**src/rtl/muldiv_pkg.sv**
```systemverilog
// Shared encodings for the iterative multiply/divide sequencer: op codes, FSM states
// and the divide-by-zero quotient pattern.
package muldiv_pkg;

  typedef enum logic [1:0] {
    OP_MULT  = 2'b00,
    OP_MULTU = 2'b01,
    OP_DIV   = 2'b10,
    OP_DIVU  = 2'b11
  } op_e;

  typedef enum logic [1:0] {
    IDLE = 2'b00,
    RUN  = 2'b01,
    FIX  = 2'b10
  } state_e;

  // Wide enough for any supported WIDTH; users slice the low WIDTH bits.
  localparam logic [63:0] DIV0_LO = '1;

endpackage

```
**src/rtl/muldiv_step.sv**
```systemverilog
// One iteration of the unsigned datapath: shift-add multiply or restoring divide step.
// Purely combinational; the sequencer registers the outputs once per cycle.
module muldiv_step #(
  parameter int WIDTH = 32
) (
  input  logic             i_is_div,
  input  logic [WIDTH-1:0] i_acc,
  input  logic [WIDTH-1:0] i_q,
  input  logic [WIDTH-1:0] i_b,
  output logic [WIDTH-1:0] o_acc,
  output logic [WIDTH-1:0] o_q
);

  logic [WIDTH:0] w_sum;
  logic [WIDTH:0] w_shl;
  logic [WIDTH:0] w_diff;

  assign w_sum  = {1'b0, i_acc} + (i_q[0] ? {1'b0, i_b} : {(WIDTH+1){1'b0}});
  assign w_shl  = {i_acc, i_q[WIDTH-1]};
  assign w_diff = w_shl - {1'b0, i_b};

  // Remainder stays below the divisor, so a borrow implies w_shl fits in WIDTH bits.
  always_comb begin
    o_acc = w_sum[WIDTH:1];
    o_q   = {w_sum[0], i_q[WIDTH-1:1]};
    if (i_is_div) begin
      if (w_diff[WIDTH]) begin
        o_acc = w_shl[WIDTH-1:0];
        o_q   = {i_q[WIDTH-2:0], 1'b0};
      end else begin
        o_acc = w_diff[WIDTH-1:0];
        o_q   = {i_q[WIDTH-2:0], 1'b1};
      end
    end
  end

endmodule

```
**src/rtl/muldiv_sequencer.sv**
```systemverilog
// MULT/MULTU/DIV/DIVU sequencer owning HI/LO; result lands WIDTH+1 edges after start.
// While busy, any start/MFHI/MFLO/MTHI/MTLO raises stall and is dropped for EX to re-present.
module muldiv_sequencer
  import muldiv_pkg::*;
#(
  parameter int WIDTH = 32,
  parameter int CNT_W = 6
) (
  input  logic             i_clk,
  input  logic             i_rst_n,
  input  logic             i_start,
  input  logic [1:0]       i_op,
  input  logic [WIDTH-1:0] i_src_a,
  input  logic [WIDTH-1:0] i_src_b,
  input  logic             i_hilo_rd,
  input  logic             i_hi_we,
  input  logic             i_lo_we,
  input  logic [WIDTH-1:0] i_wdata,
  input  logic             i_flush,
  output logic [WIDTH-1:0] o_hi,
  output logic [WIDTH-1:0] o_lo,
  output logic             o_busy,
  output logic             o_done,
  output logic             o_stall
);

  localparam logic [CNT_W-1:0] LAST_CNT = CNT_W'(WIDTH - 1);

  state_e           r_state;
  logic [CNT_W-1:0] r_cnt;
  logic [WIDTH-1:0] r_acc;
  logic [WIDTH-1:0] r_q;
  logic [WIDTH-1:0] r_b;
  logic [WIDTH-1:0] r_hi;
  logic [WIDTH-1:0] r_lo;
  logic             r_is_div;
  logic             r_sign_q;
  logic             r_sign_r;
  logic             r_div0;
  logic             r_busy;
  logic             r_done;

  logic               w_is_div;
  logic               w_signed;
  logic               w_a_neg;
  logic               w_b_neg;
  logic [WIDTH-1:0]   w_a_abs;
  logic [WIDTH-1:0]   w_b_abs;
  logic [WIDTH-1:0]   w_acc_nxt;
  logic [WIDTH-1:0]   w_q_nxt;
  logic [2*WIDTH-1:0] w_prod_raw;
  logic [2*WIDTH-1:0] w_prod_fix;
  logic [WIDTH-1:0]   w_hi_fix;
  logic [WIDTH-1:0]   w_lo_fix;

  assign w_is_div = (i_op == OP_DIV) || (i_op == OP_DIVU);
  assign w_signed = (i_op == OP_MULT) || (i_op == OP_DIV);
  assign w_a_neg  = w_signed && i_src_a[WIDTH-1];
  assign w_b_neg  = w_signed && i_src_b[WIDTH-1];
  assign w_a_abs  = w_a_neg ? -i_src_a : i_src_a;
  assign w_b_abs  = w_b_neg ? -i_src_b : i_src_b;

  muldiv_step #(.WIDTH(WIDTH)) u_step (
    .i_is_div (r_is_div),
    .i_acc    (r_acc),
    .i_q      (r_q),
    .i_b      (r_b),
    .o_acc    (w_acc_nxt),
    .o_q      (w_q_nxt)
  );

  // Divide by zero leaves the dividend magnitude in r_acc, so the remainder
  // sign fixup reproduces the raw dividend in HI.
  assign w_prod_raw = {r_acc, r_q};
  assign w_prod_fix = r_sign_q ? -w_prod_raw : w_prod_raw;

  always_comb begin
    w_hi_fix = w_prod_fix[2*WIDTH-1:WIDTH];
    w_lo_fix = w_prod_fix[WIDTH-1:0];
    if (r_is_div) begin
      w_hi_fix = r_sign_r ? -r_acc : r_acc;
      if (r_div0) begin
        w_lo_fix = DIV0_LO[WIDTH-1:0];
      end else begin
        w_lo_fix = r_sign_q ? -r_q : r_q;
      end
    end
  end

  always_ff @(posedge i_clk) begin
    if (!i_rst_n) begin
      r_state  <= IDLE;
      r_cnt    <= '0;
      r_acc    <= '0;
      r_q      <= '0;
      r_b      <= '0;
      r_hi     <= '0;
      r_lo     <= '0;
      r_is_div <= 1'b0;
      r_sign_q <= 1'b0;
      r_sign_r <= 1'b0;
      r_div0   <= 1'b0;
      r_busy   <= 1'b0;
      r_done   <= 1'b0;
    end else begin
      r_done <= 1'b0;
      if (!r_busy) begin
        if (i_hi_we) r_hi <= i_wdata;
        if (i_lo_we) r_lo <= i_wdata;
      end
      case (r_state)
        IDLE: begin
          if (i_start && !i_flush) begin
            r_state  <= RUN;
            r_busy   <= 1'b1;
            r_cnt    <= '0;
            r_is_div <= w_is_div;
            r_sign_q <= w_a_neg ^ w_b_neg;
            r_sign_r <= w_a_neg;
            r_div0   <= w_is_div && (i_src_b == '0);
            r_acc    <= '0;
            r_q      <= w_is_div ? w_a_abs : w_b_abs;
            r_b      <= w_is_div ? w_b_abs : w_a_abs;
          end
        end
        RUN: begin
          if (i_flush) begin
            r_state <= IDLE;
            r_busy  <= 1'b0;
          end else begin
            r_acc <= w_acc_nxt;
            r_q   <= w_q_nxt;
            r_cnt <= r_cnt + 1'b1;
            if (r_cnt == LAST_CNT) r_state <= FIX;
          end
        end
        FIX: begin
          r_state <= IDLE;
          r_busy  <= 1'b0;
          if (!i_flush) begin
            r_hi   <= w_hi_fix;
            r_lo   <= w_lo_fix;
            r_done <= 1'b1;
          end
        end
        default: begin
          r_state <= IDLE;
          r_busy  <= 1'b0;
        end
      endcase
    end
  end

  assign o_hi    = r_hi;
  assign o_lo    = r_lo;
  assign o_busy  = r_busy;
  assign o_done  = r_done;
  assign o_stall = r_busy && (i_start || i_hilo_rd || i_hi_we || i_lo_we);

endmodule

```
**config.mk**
```make
export PLATFORM = sky130hd
export DESIGN_NAME = muldiv_sequencer
export DESIGN_NICKNAME = d
export VERILOG_FILES = /design/src/rtl/muldiv_pkg.sv /design/src/rtl/muldiv_step.sv /design/src/rtl/muldiv_sequencer.sv
export SDC_FILE = /design/constraint.sdc
export NUM_CORES = 1
export LEC_CHECK = 0
export CORE_ASPECT_RATIO = 0.75
export CORE_MARGIN = 2
export CORE_UTILIZATION = 30
export CTS_CLUSTER_DIAMETER = 200
export DETAILED_ROUTE_END_ITERATION = 8
export PLACE_DENSITY = 0.49
export SLEW_MARGIN = 10
export SYNTH_ARGS = -nofsm -noshare
export SYNTH_HDL_FRONTEND = slang
export SYNTH_SLANG_ARGS = --single-unit
```
**constraint.sdc**
```tcl
create_clock -name i_clk -period 3.8 [get_ports i_clk]
set_input_delay 0.76 -clock i_clk [delete_from_list [all_inputs] [get_ports i_clk]]
set_output_delay 0.76 -clock i_clk [all_outputs]
set_load 0.05 [all_outputs]
```
# Word level (Yosys, flattened, before mapping)
# Index checks and enable logic that the tools add are counted.
# word_totals
ff_bits	174
inputBits	105
word_cells	91
# op_classes
n_addsub	8
n_eq_ne	9
muxes	40
bitwise_logic	1
reduce_logical	20
# ops
cell	count
$mux W32	25
$neg A32 Y32	4
$pmux W32 S2	2
$mux W64	1
$neg A64 Y64	1
$add A32 B33 Y33	1
$sub A33 B32 Y33	1
$logic_not A32 Y1	1
$mux W6	2
$pmux W6 S2	1
$reduce_and A2 Y1	4
$add A6 B1 Y6 const B	1
$eq A2 B2 Y1 const B	3
$eq A6 B5 Y1 const B	1
$mux W2	3
$ne A2 B2 Y1 const B	3
$logic_and A1 B1 Y1	5
$logic_or A1 B1 Y1	5
$logic_not A2 Y1	2
$mux W1	4
$pmux W2 S2	1
$ne A3 B3 Y1 const B	1
$reduce_and A3 Y1	1
$eq A2 B1 Y1 const B	1
other kinds (4)	4

# Logic depth before layout (Yosys ltp)
# Gate-level depths: netlist of the first run.
# depth
depth_word	7
mapped_depth	15

# By module
# From an unflattened synthesis of the first run, not the netlist that was laid out.
# unflattened
hier_cells	2095
area_unflattened_um2	15761.4
# by_module_without_submodules
mod	instances	cells_each	area_per_inst_um2
muldiv_sequencer	1	1401	10994.3
muldiv_step	1	694	4767.1

# Worst setup path after synthesis of the first run
# OpenSTA, ideal clock, no wires.
# synth_path
path_type	flip-flop to flip-flop
startpoint	register r_q[31]
endpoint	register r_acc[14]
setup_time_ns	0.114
arrival_ns	3.357
setup_slack_ns	0.329
path_stages_with_launch	14
n_path_buf	1
synth_period_minus_slack_ns	3.471
path_cell_list	dfxtp_1 > inv_1 > ha_1 > fa_1 > nand2b_1 > a21o_1 > a211oi_1 > o21ai_0 > o21ai_1 > xor2_1 > clkbuf_1 > mux2i_1 > a21oi_1 > a21o_1
# synth_via
elab_chain_len	5
# synth_rtl
element	line_no	rtl
from (decl)	muldiv_sequencer.sv:32	logic [WIDTH-1:0] r_q;
from (signal assigned)	muldiv_sequencer.sv:122	r_q <= w_is_div ? w_a_abs : w_b_abs;
from (signal assigned)	muldiv_sequencer.sv:132	r_q <= w_q_nxt;
$sub A33 B32 Y33	muldiv_step.sv:20	assign w_diff = w_shl - {1'b0, i_b};
$mux W32	muldiv_step.sv:27	if (w_diff[WIDTH]) begin
$mux W32	muldiv_step.sv:26	if (i_is_div) begin
$mux W32	muldiv_sequencer.sv:127	if (i_flush) begin
$pmux W32 S2	muldiv_sequencer.sv:111	case (r_state)
to (signal assigned)	muldiv_sequencer.sv:131	r_acc <= w_acc_nxt;
to (decl)	muldiv_sequencer.sv:31	logic [WIDTH-1:0] r_acc;
# No other way between the ends. The select of a mux whose other input is x is not followed.
# A chain may end at the register's enable or synchronous reset.

# Worst setup path in the final report of the first run
# layout_path
startpoint	register r_q[14]
endpoint	register r_hi[29] (netlist: o_hi[29])
# layout_via
elab_chain_len	5
# layout_rtl
element	line_no	rtl
$neg A64 Y64	muldiv_sequencer.sv:75	assign w_prod_fix = r_sign_q ? -w_prod_raw : w_prod_raw;
$mux W64	muldiv_sequencer.sv:75	
$mux W32	muldiv_sequencer.sv:80	if (r_is_div) begin
$mux W32	muldiv_sequencer.sv:140	if (!i_flush) begin
$mux W32	muldiv_sequencer.sv:111	
to (signal assigned)	muldiv_sequencer.sv:108	if (i_hi_we) r_hi <= i_wdata;
to (signal assigned)	muldiv_sequencer.sv:141	r_hi <= w_hi_fix;
to (decl)	muldiv_sequencer.sv:34	logic [WIDTH-1:0] r_hi;
# No other way between the ends.

==> flow_summary.ini, run 1 <==
[outcome]
outcome = completed

[yosys]
synth.cell_area_um2 = 14400
synthTopCellsByArea = dfxtp_1 24%, mux2i_1 8.3%, ha_1 6.0%
seq_area_frac_synth = 0.242
synth_nets = 2075
synth_top_area_cell = dfxtp_1
ys_warn_count = 0
synth-edff-count = 0
async_flop_share = 0
synth_top_area_share = 0.242
synth-seq-cells = 174
avgSynthCellArea_um2 = 7.57
syn-instance-count = 1899
synth-main-ff-cell = dfxtp_1
synth_cell_type_count = 71

[cts]
cts_buffer_depth = 2
cts_made_buffers = 17
htreeDepth = 4
root_buffer = clkbuf_16
clock_sink_count = 174
worstSkewPairLatency_ns = 0.47
ctsHoldBuffers = 0
cts_tree = built
clkTransAtPathRegs_ns = 0.08

[layout]
layout_commonest_cell = nor2_1
seq_area_um2 = 3480
area_growth_pct = 26.3
final_cells = 2759
drive_gt1_frac = 0.0976
nNetsFinal = 2283
fill_cells = 5028
diodes = 0
layout_common_cells = 209 x nor2_1, 173 x dfxtp_1, 170 x clkdlybuf4s50_1
multiInputGateArea_um2 = 10200
design_area_um2 = 18200
utilization = 0.384

[timing]
finalCritPeriodShare = 0.923
hold-worst-slack_ns = 0.457
relSlewSlack = 0.392
period_needed_ns = 3.51
setup_violations = 0
finalHoldViolCount = 0
max_slew.worst_pin.slew_ns = 0.911
drv_slew = 0
skew_ns = 0.0197
rsz0062_at_grt = false
fmax_mhz = 285

[floorplan]
coreArea_um2 = 47300
ioPinCount = 172
die_h_um = 194
initial_core_util = 0.304
die_w_um = 257
dieArea_um2 = 49700
row_count = 69

[setup_path]
cp.arrival_ns = 3.83
critPathCaptureType = flop
cp_max_fo = 11
reg2reg_depth = 8
cp.required_ns = 4.12
start_kind = flop
path_class = flop to flop

[place]
dp.cells = 2727
io_buffer_count = 171
place_area_um2 = 17500
place_congestion = 0.949
dp_hpwl_mm = 48.2

[min_path]
hold_depth = 2
hold_path.class = flop to flop

[pwr]
p_total_mw = 5.75
ir_worst_vdd_uv = 300
p_per_area_nw_per_um2 = 317
p_leak_nw = 7.23

[grt]
grt_pass1_wl_mm = 89.6
grt_pass1_vias = 13800
track_usage = 0.236
grt_antenna_before_repair = 0
overflow = 0
grt_max_degree = 86

[drt]
drcViolationCount = 0
dr_total_vias = 15100
routedWlPerCell_um = 21.9
drt-vias-per-instance = 5.46
drt-total-wl_mm = 60.5
drt_pass1_iterations = 5
drtIter0Drc = 1460
ant_nets = 0

[run]
drv_cap = 0
-- worst paths after layout --
kind / slack (ns) / from / end
worst min-delay path: 0.46 / r_b[16]$_SDFFE_PN0P_ / r_b[16]$_SDFFE_PN0P_
worst min register to register: 0.46 / r_b[16]$_SDFFE_PN0P_ / r_b[16]$_SDFFE_PN0P_
worst max-delay path: 0.29 / r_q[14]$_SDFFE_PN0P_ / o_hi[29]$_SDFF_PN0_
worst max register to register: 0.29 / r_q[14]$_SDFFE_PN0P_ / o_hi[29]$_SDFF_PN0_
-- where the power goes --
part | internal [mW] | switching (mW) | leakage (nW)
logic | 0.723 | 1.08 | 5.51
registers | 1.92 | 0.0929 | 1.42
clock network | 1.02 | 0.917 | 0.301
-- cell type report --
class | instances | area share
Inverter | 62 | 0.0129
Sequential cell | 174 | 0.192
Clock inverter | 13 | 0.00944
Timing Repair Buffer | 307 | 0.153
Tap cell | 639 | 0.0440
Clock buffer | 19 | 0.0244
Multi-Input combinational cell | 1545 | 0.564
-- metal layers --
layer	track usage	vias to the layer above	routed length, um	share of wire
met5	0	-	0	0
met4	0.0353	0	581	0.0096
met3	0.0668	31	5340	0.088
met2	0.312	567	23200	0.38
met1	0.373	7163	31400	0.52
li1	-	7299	-	-
-- synthesized netlist by cell type, drive strengths merged (5+ instances only) --
| master | instances |
|---|---|
| o211ai | 19 |
| o22ai | 10 |
| xor2 | 95 |
| nor4 | 9 |
| o41ai | 8 |
| a21oi | 168 |
| nand4 | 8 |
| o21bai | 9 |
| nand3 | 29 |
| and2 | 13 |
| a221oi | 35 |
| and3 | 11 |
| mux2 | 11 |
| nor3 | 39 |
| dfxtp | 174 |
| nor3b | 5 |
| clkbuf | 98 |
| o221ai | 7 |
| a311o | 5 |
| nor2 | 212 |
| a22oi | 14 |
| ha | 69 |
| o21a | 17 |
| a211oi | 65 |
| or4 | 15 |
| a31oi | 21 |
| nand2 | 157 |
| a21o | 24 |
| nand2b | 24 |
| xnor2 | 81 |
| o21ai | 137 |
| or2 | 8 |
| inv | 62 |
| o31ai | 23 |
| or3 | 16 |
| buf | 20 |
| mux2i | 119 |
| nor2b | 22 |
-- critical path, cell delays in order (launching register included) --
cell      delay (ns)
dfxtp_1         0.41
or4_1           0.60
or4b_4          0.57
or4_4           0.54
or2_4           0.30
and2_4          0.21
or3_1           0.35
a21oi_1         0.32
a211oi_1        0.09
-- stage by stage --
step	setup slack, ns	setup TNS [ns]
CTS	0.220	0
detailed placement	-0.0726	-0.174
global route	0.0231	0
finish	0.292	0
global placement	-0.0882	-0.207
floorplan	0.329	0
-- kinds of logic after synthesis --
kind of cell    share of synthesized area
mux                                0.0915
flops                               0.242
simple gates                        0.185
buf+inv                            0.0487
compound gates                      0.262
fa+ha+maj                          0.0629
xor+xnor                            0.107
-- sequential cells by signal, summed over array words and instances (netlist names) --
signal,flops
r_cnt,6
o_lo,32
o_done,1
r_b,32
r_div0,1
o_hi,32
r_state,2
r_sign_q,1
r_acc,32
r_q,32
o_busy,1
r_is_div,1
r_sign_r,1
-- what timing repair did --
action,in CTS,in global routing
endpoints found under the setup margin,0,3
resized for setup,0,3
setup buffers,0,0
(Power assumes the default switching activity.)
==> inputs of run 2 (changes only) <==
--- a/config.mk
+++ b/config.mk
@@ -10,7 +10,6 @@
 export CORE_UTILIZATION = 30
 export CTS_CLUSTER_DIAMETER = 200
 export DETAILED_ROUTE_END_ITERATION = 8
-export PLACE_DENSITY = 0.49
 export SLEW_MARGIN = 10
 export SYNTH_ARGS = -nofsm -noshare
 export SYNTH_HDL_FRONTEND = slang
==> run 2 against run 1 <==
Net effect:
- largest power group unchanged
- clock-buffer cell count down 2
- global-route usage down 1.1 points
- maximum frequency down 0.88%
- setup slack worse by 0.031 ns
- highest routed layer unchanged
- non-clock buffer count down 10
- total power down 0.21%
- combinational power about the same
- largest cell class unchanged
- critical path depth up 8
- clock skew up 0.0049 ns
==> flow_summary.ini, run 2 (synthesis gave the netlist of run 1 again) <==
[outcome]
outcome = completed

[timing]
drv_slew = 0
relSlewSlack = 0.296
finalHoldViolCount = 0
max_slew.worst_pin.slew_ns = 1.06
period_needed_ns = 3.54
finalCritPeriodShare = 0.931
fmax_mhz = 283
layout_setup_ws_ns = 0.261
rsz0062_at_grt = false
fin_tns_setup_ns = 0
skew_ns = 0.0246
hold-worst-slack_ns = 0.454
setup_violations = 0

[place]
dp_slack_ns = 0.0166
dp_hpwl_mm = 46.5
place_congestion = 0.992
io_buffer_count = 171

[floorplan]
die_w_um = 257
initial_core_util = 0.304
dieArea_um2 = 49700
die_h_um = 194
ioPinCount = 172
coreArea_um2 = 47300
row_count = 69

[cts]
clkTransAtPathRegs_ns = 0.08
post_cts_buffers = 0
worstSkewPairLatency_ns = 0.47
htreeDepth = 4
root_buffer = clkbuf_16
cts_tree = built
cts_made_buffers = 17
clock_sink_count = 174
cts_buffer_depth = 2

[grt]
grt_pass1_wl_mm = 86.3
grt_pass1_vias = 13600
track_usage = 0.225
overflow = 0
grt_antenna_before_repair = 0
grt_max_degree = 86

[setup_path]
reg2reg_depth = 16
r2r-end = r_q[0]$_SDFFE_PN0P_
cp.required_ns = 4.21
r2r_start = r_acc[0]$_SDFFE_PN0P_
critPathCaptureType = flop
rrSetupSlack_ns = 0.26
cp.arrival_ns = 3.95
path_class = flop to flop
cp_max_fo = 13
start_kind = flop

[layout]
nNetsFinal = 2273
drive_gt1_frac = 0.0934
area_growth_pct = 25.8
layout_common_cells = 210 x nor2_1, 173 x dfxtp_1, 170 x clkdlybuf4s50_1
layout_commonest_cell = nor2_1

[drt]
ant_nets = 0
drt-total-wl_mm = 57.8
drcViolationCount = 0
dr_total_vias = 15100
routedWlPerCell_um = 21.0
drt_pass1_iterations = 5
drt-vias-per-instance = 5.48
drtIter0Drc = 1555

[pwr]
ir_worst_vdd_uv = 242
p_leak_nw = 7.20
p_per_area_nw_per_um2 = 318
p_total_mw = 5.74

[min_path]
hold_path.class = flop to flop
hold_end = r_b[18]$_SDFFE_PN0P_
hp-start = r_b[18]$_SDFFE_PN0P_
hold_depth = 2

[run]
drv_cap = 0
[run 2: worst max path at each step]
stage	from	to	depth (start not counted)
after detailed placement	i_src_a[4]	r_q[29]$_SDFFE_PN0P_	12
final	r_acc[0]$_SDFFE_PN0P_	r_q[0]$_SDFFE_PN0P_	16
after CTS	r_acc[0]$_SDFFE_PN0P_	r_q[0]$_SDFFE_PN0P_	16
after global routing	r_q[2]$_SDFFE_PN0P_	o_hi[22]$_SDFF_PN0_	10
after floorplan	r_q[31]$_SDFFE_PN0P_	r_acc[14]$_SDFFE_PN0P_	13
after global placement	i_src_a[4]	r_q[29]$_SDFFE_PN0P_	12
[run 2: cell type report]
cell class                      count  area, um^2
Timing Repair Buffer              297        2690
Clock buffer                       17         425
Sequential cell                   174        3480
Tap cell                          639         800
Antenna cell                        2        5.00
Fill cell                        4917       29200
Clock inverter                     15         195
Multi-Input combinational cell   1545       10200
Inverter                           62         234
[run 2: what timing repair did]
item	CTS	global route
setup endpoints to repair	0	5
hold buffers	0	0
gates resized for setup	0	2
endpoints found under the hold margin	0	0
[run 2: critical path: stages, from the launching register on]
cell	delay, ns
dfxtp_1	0.41
inv_1	0.15
fa_1	0.45
nand2b_1	0.18
a21o_1	0.21
a211oi_2	0.31
buf_4	0.18
o21ai_0	0.16
o21ai_1	0.18
buf_4	0.19
xor2_4	0.20
buf_4	0.23
buf_12	0.16
a211oi_1	0.08
a211oi_1	0.23
a21oi_1	0.07
nor2_1	0.09
[run 2: per-stage QoR]
step	utilization	instance area, um^2	cells
final	0.382	18100	2751
after global routing	0.382	18100	2749
after CTS	0.382	18100	2749
after detailed placement	0.369	17400	2717
after global placement	0.369	17400	2717
after floorplan	-	14400	1899
[run 2: report_power, final]
group	leakage [nW]	internal [mW]	total (mW)	switching, mW
Clock	0.305	1.01	1.92	0.909
Sequential	1.42	1.92	2.01	0.0896
Combinational	5.47	0.720	1.82	1.10
Total	7.20	3.65	5.74	2.09
[run 2: layer usage]
| metal | track usage | wire length (um) | part of all wire |
|---|---|---|---|
| met2 | 0.300 | 22600 | 0.39 |
| met5 | 0 | 0 | 0 |
| met3 | 0.0629 | 5740 | 0.099 |
| met4 | 0.0364 | 631 | 0.011 |
| met1 | 0.353 | 28900 | 0.50 |
==> inputs of run 3 (changes only) <==
--- a/config.mk
+++ b/config.mk
@@ -8,7 +8,7 @@
 export CORE_ASPECT_RATIO = 0.75
 export CORE_MARGIN = 2
 export CORE_UTILIZATION = 30
-export CTS_CLUSTER_DIAMETER = 200
+export CTS_CLUSTER_DIAMETER = 150
 export DETAILED_ROUTE_END_ITERATION = 8
 export SLEW_MARGIN = 10
 export SYNTH_ARGS = -nofsm -noshare
==> constraint.sdc (replaced) <==
create_clock -name i_clk -period 3.7 [get_ports i_clk]
set_input_delay 0.74 -clock i_clk [delete_from_list [all_inputs] [get_ports i_clk]]
set_output_delay 0.74 -clock i_clk [all_outputs]
set_load 0.05 [all_outputs]
==> run 3 against run 2 <==
Net effect:
- total power grew 2.1%
- largest power group unchanged
- wire length grew 0.88%
- register-to-register slack lost 0.04 ns
- clock skew shrank 0.0075 ns
- maximum frequency grew 1.8%
- highest routed layer unchanged
- final area grew 0.44%
- clock-buffer cell count grew 4
- critical path depth shrank 6
- first-iteration DRC count grew 7.7%
==> flow_summary.ini, run 3 (synthesis gave the netlist of run 1 again) <==
[floorplan]
die_w_um = 257
initial_core_util = 0.304
dieArea_um2 = 49700
row_count = 69
coreArea_um2 = 47300
ioPinCount = 172
die_h_um = 194

[timing]
fmax_mhz = 288
rsz0062_at_grt = false
finalCritPeriodShare = 0.939
skew_ns = 0.0171
relSlewSlack = 0.427
max_slew.worst_pin.slew_ns = 0.860
finalHoldViolCount = 0
drv_slew = 0
setup_violations = 0
hold-worst-slack_ns = 0.452
period_needed_ns = 3.48

[cts]
ctsHoldBuffers = 0
cts_buffer_depth = 2
cts_resized = 0
cts_tree = built
worstSkewPairLatency_ns = 0.46
root_buffer = clkbuf_16
clock_sink_count = 174
clkTransAtPathRegs_ns = 0.08
cts_made_buffers = 17
post_cts_buffers = 0
htreeDepth = 4

[layout]
nNetsFinal = 2285
fill_cells = 4890
diodes = 0
drive_gt1_frac = 0.0971
layout_common_cells = 210 x nor2_1, 173 x dfxtp_1, 170 x clkdlybuf4s50_1
area_growth_pct = 26.3
final_cells = 2761
layout_commonest_cell = nor2_1

[drt]
dr_total_vias = 15200
routedWlPerCell_um = 21.1
drtIter0Drc = 1674
highest_layer = met4
wl_met1_mm = 29.4
ant_nets = 0
drt-vias-per-instance = 5.52
wl_met3_mm = 5.89
wl_met2_mm = 22.2
drcViolationCount = 0
drt-total-wl_mm = 58.3
drt_pass1_iterations = 8

[pwr]
p_per_area_nw_per_um2 = 323
p_leak_nw = 7.26
p_total_mw = 5.86
ir_worst_vdd_uv = 334

[place]
dp.cells = 2729
dp_hpwl_mm = 46.6
place_congestion = 0.992
io_buffer_count = 171

[setup_path]
cp-startpoint = r_q[3]$_SDFFE_PN0P_
path_class = flop to flop
cp.arrival_ns = 3.84
start_kind = flop
critPathCaptureType = flop
cp.required_ns = 4.07
rrSetupSlack_ns = 0.22
r2r_start = r_q[3]$_SDFFE_PN0P_
cp_max_fo = 7

[min_path]
hold_path.class = flop to flop
hp-start = r_b[7]$_SDFFE_PN0P_

[grt]
overflow = 0
grt_antenna_before_repair = 0
grt_pass1_wl_mm = 86.9
grt_pass1_vias = 13700
grt_max_degree = 114
track_usage = 0.226

[outcome]
outcome = completed

[run]
drv_cap = 0
run 3: cell types whose count changed in the layout (fill, tap and decap cells not counted), sizes merged:
cell,delta
inv,-1
clkbuf,+4
buf,+12
clkinvlp,-1
diode,-2
clkinv,-2
run 3: stage by stage:
step / worst slack (ns) / TNS [ns] / instance area [um^2] / util
2_1_floorplan: 0.229 / 0 / 14400 / -
3_3_place_gp: -0.0823 / -0.198 / 17600 / 0.371
3_5_place_dp: -0.0127 / -0.0163 / 17600 / 0.371
4_1_cts: 0.244 / 0 / 18200 / 0.384
5_1_grt: 0.00639 / 0 / 18200 / 0.384
6_report: 0.225 / 0 / 18200 / 0.384
run 3: routing by layer:
layer	vias to the layer above	global-route usage
met3	38	0.0618
met1	7231	0.357
li1	7291	-
met5	-	0
met4	0	0.0416
met2	682	0.298
run 3: worst max-delay path, cell delays in order (launching register included):
cell and delay (ns):
dfxtp_1 0.38, nor4_2 0.39, nand3_1 0.18, or3_1 0.41
or3_1 0.39, or4_1 0.56, o21ai_2 0.41, a31oi_1 0.16
xor2_1 0.24, nor2_1 0.07, a211oi_1 0.20
run 3: final cells by class:
| type | instances | area [um^2] | share of cell area |
|---|---|---|---|
| clock buffer | 21 | 460 | 0.0254 |
| clock inverter | 11 | 143 | 0.00786 |
| inverter | 62 | 234 | 0.0129 |
| multi-input combinational | 1545 | 10200 | 0.563 |
| sequential | 174 | 3480 | 0.192 |
| tap | 639 | 800 | 0.0440 |
| timing repair buffer | 309 | 2810 | 0.155 |
run 3: final timing paths:
kind	endpoint	cells after the start
setup reg to reg	o_hi[24]$_SDFF_PN0_	10
hold reg to reg	r_b[7]$_SDFFE_PN0P_	2
hold / removal	r_b[7]$_SDFFE_PN0P_	2
setup / recovery	o_hi[24]$_SDFF_PN0_	10
run 3: where the power goes:
group | internal (mW) | leakage (nW) | total [mW] | switching (mW)
registers | 1.97 | 1.42 | 2.06 | 0.0830
clock network | 1.05 | 0.299 | 1.93 | 0.871
logic | 0.744 | 5.53 | 1.88 | 1.14
total | 3.77 | 7.26 | 5.86 | 2.09
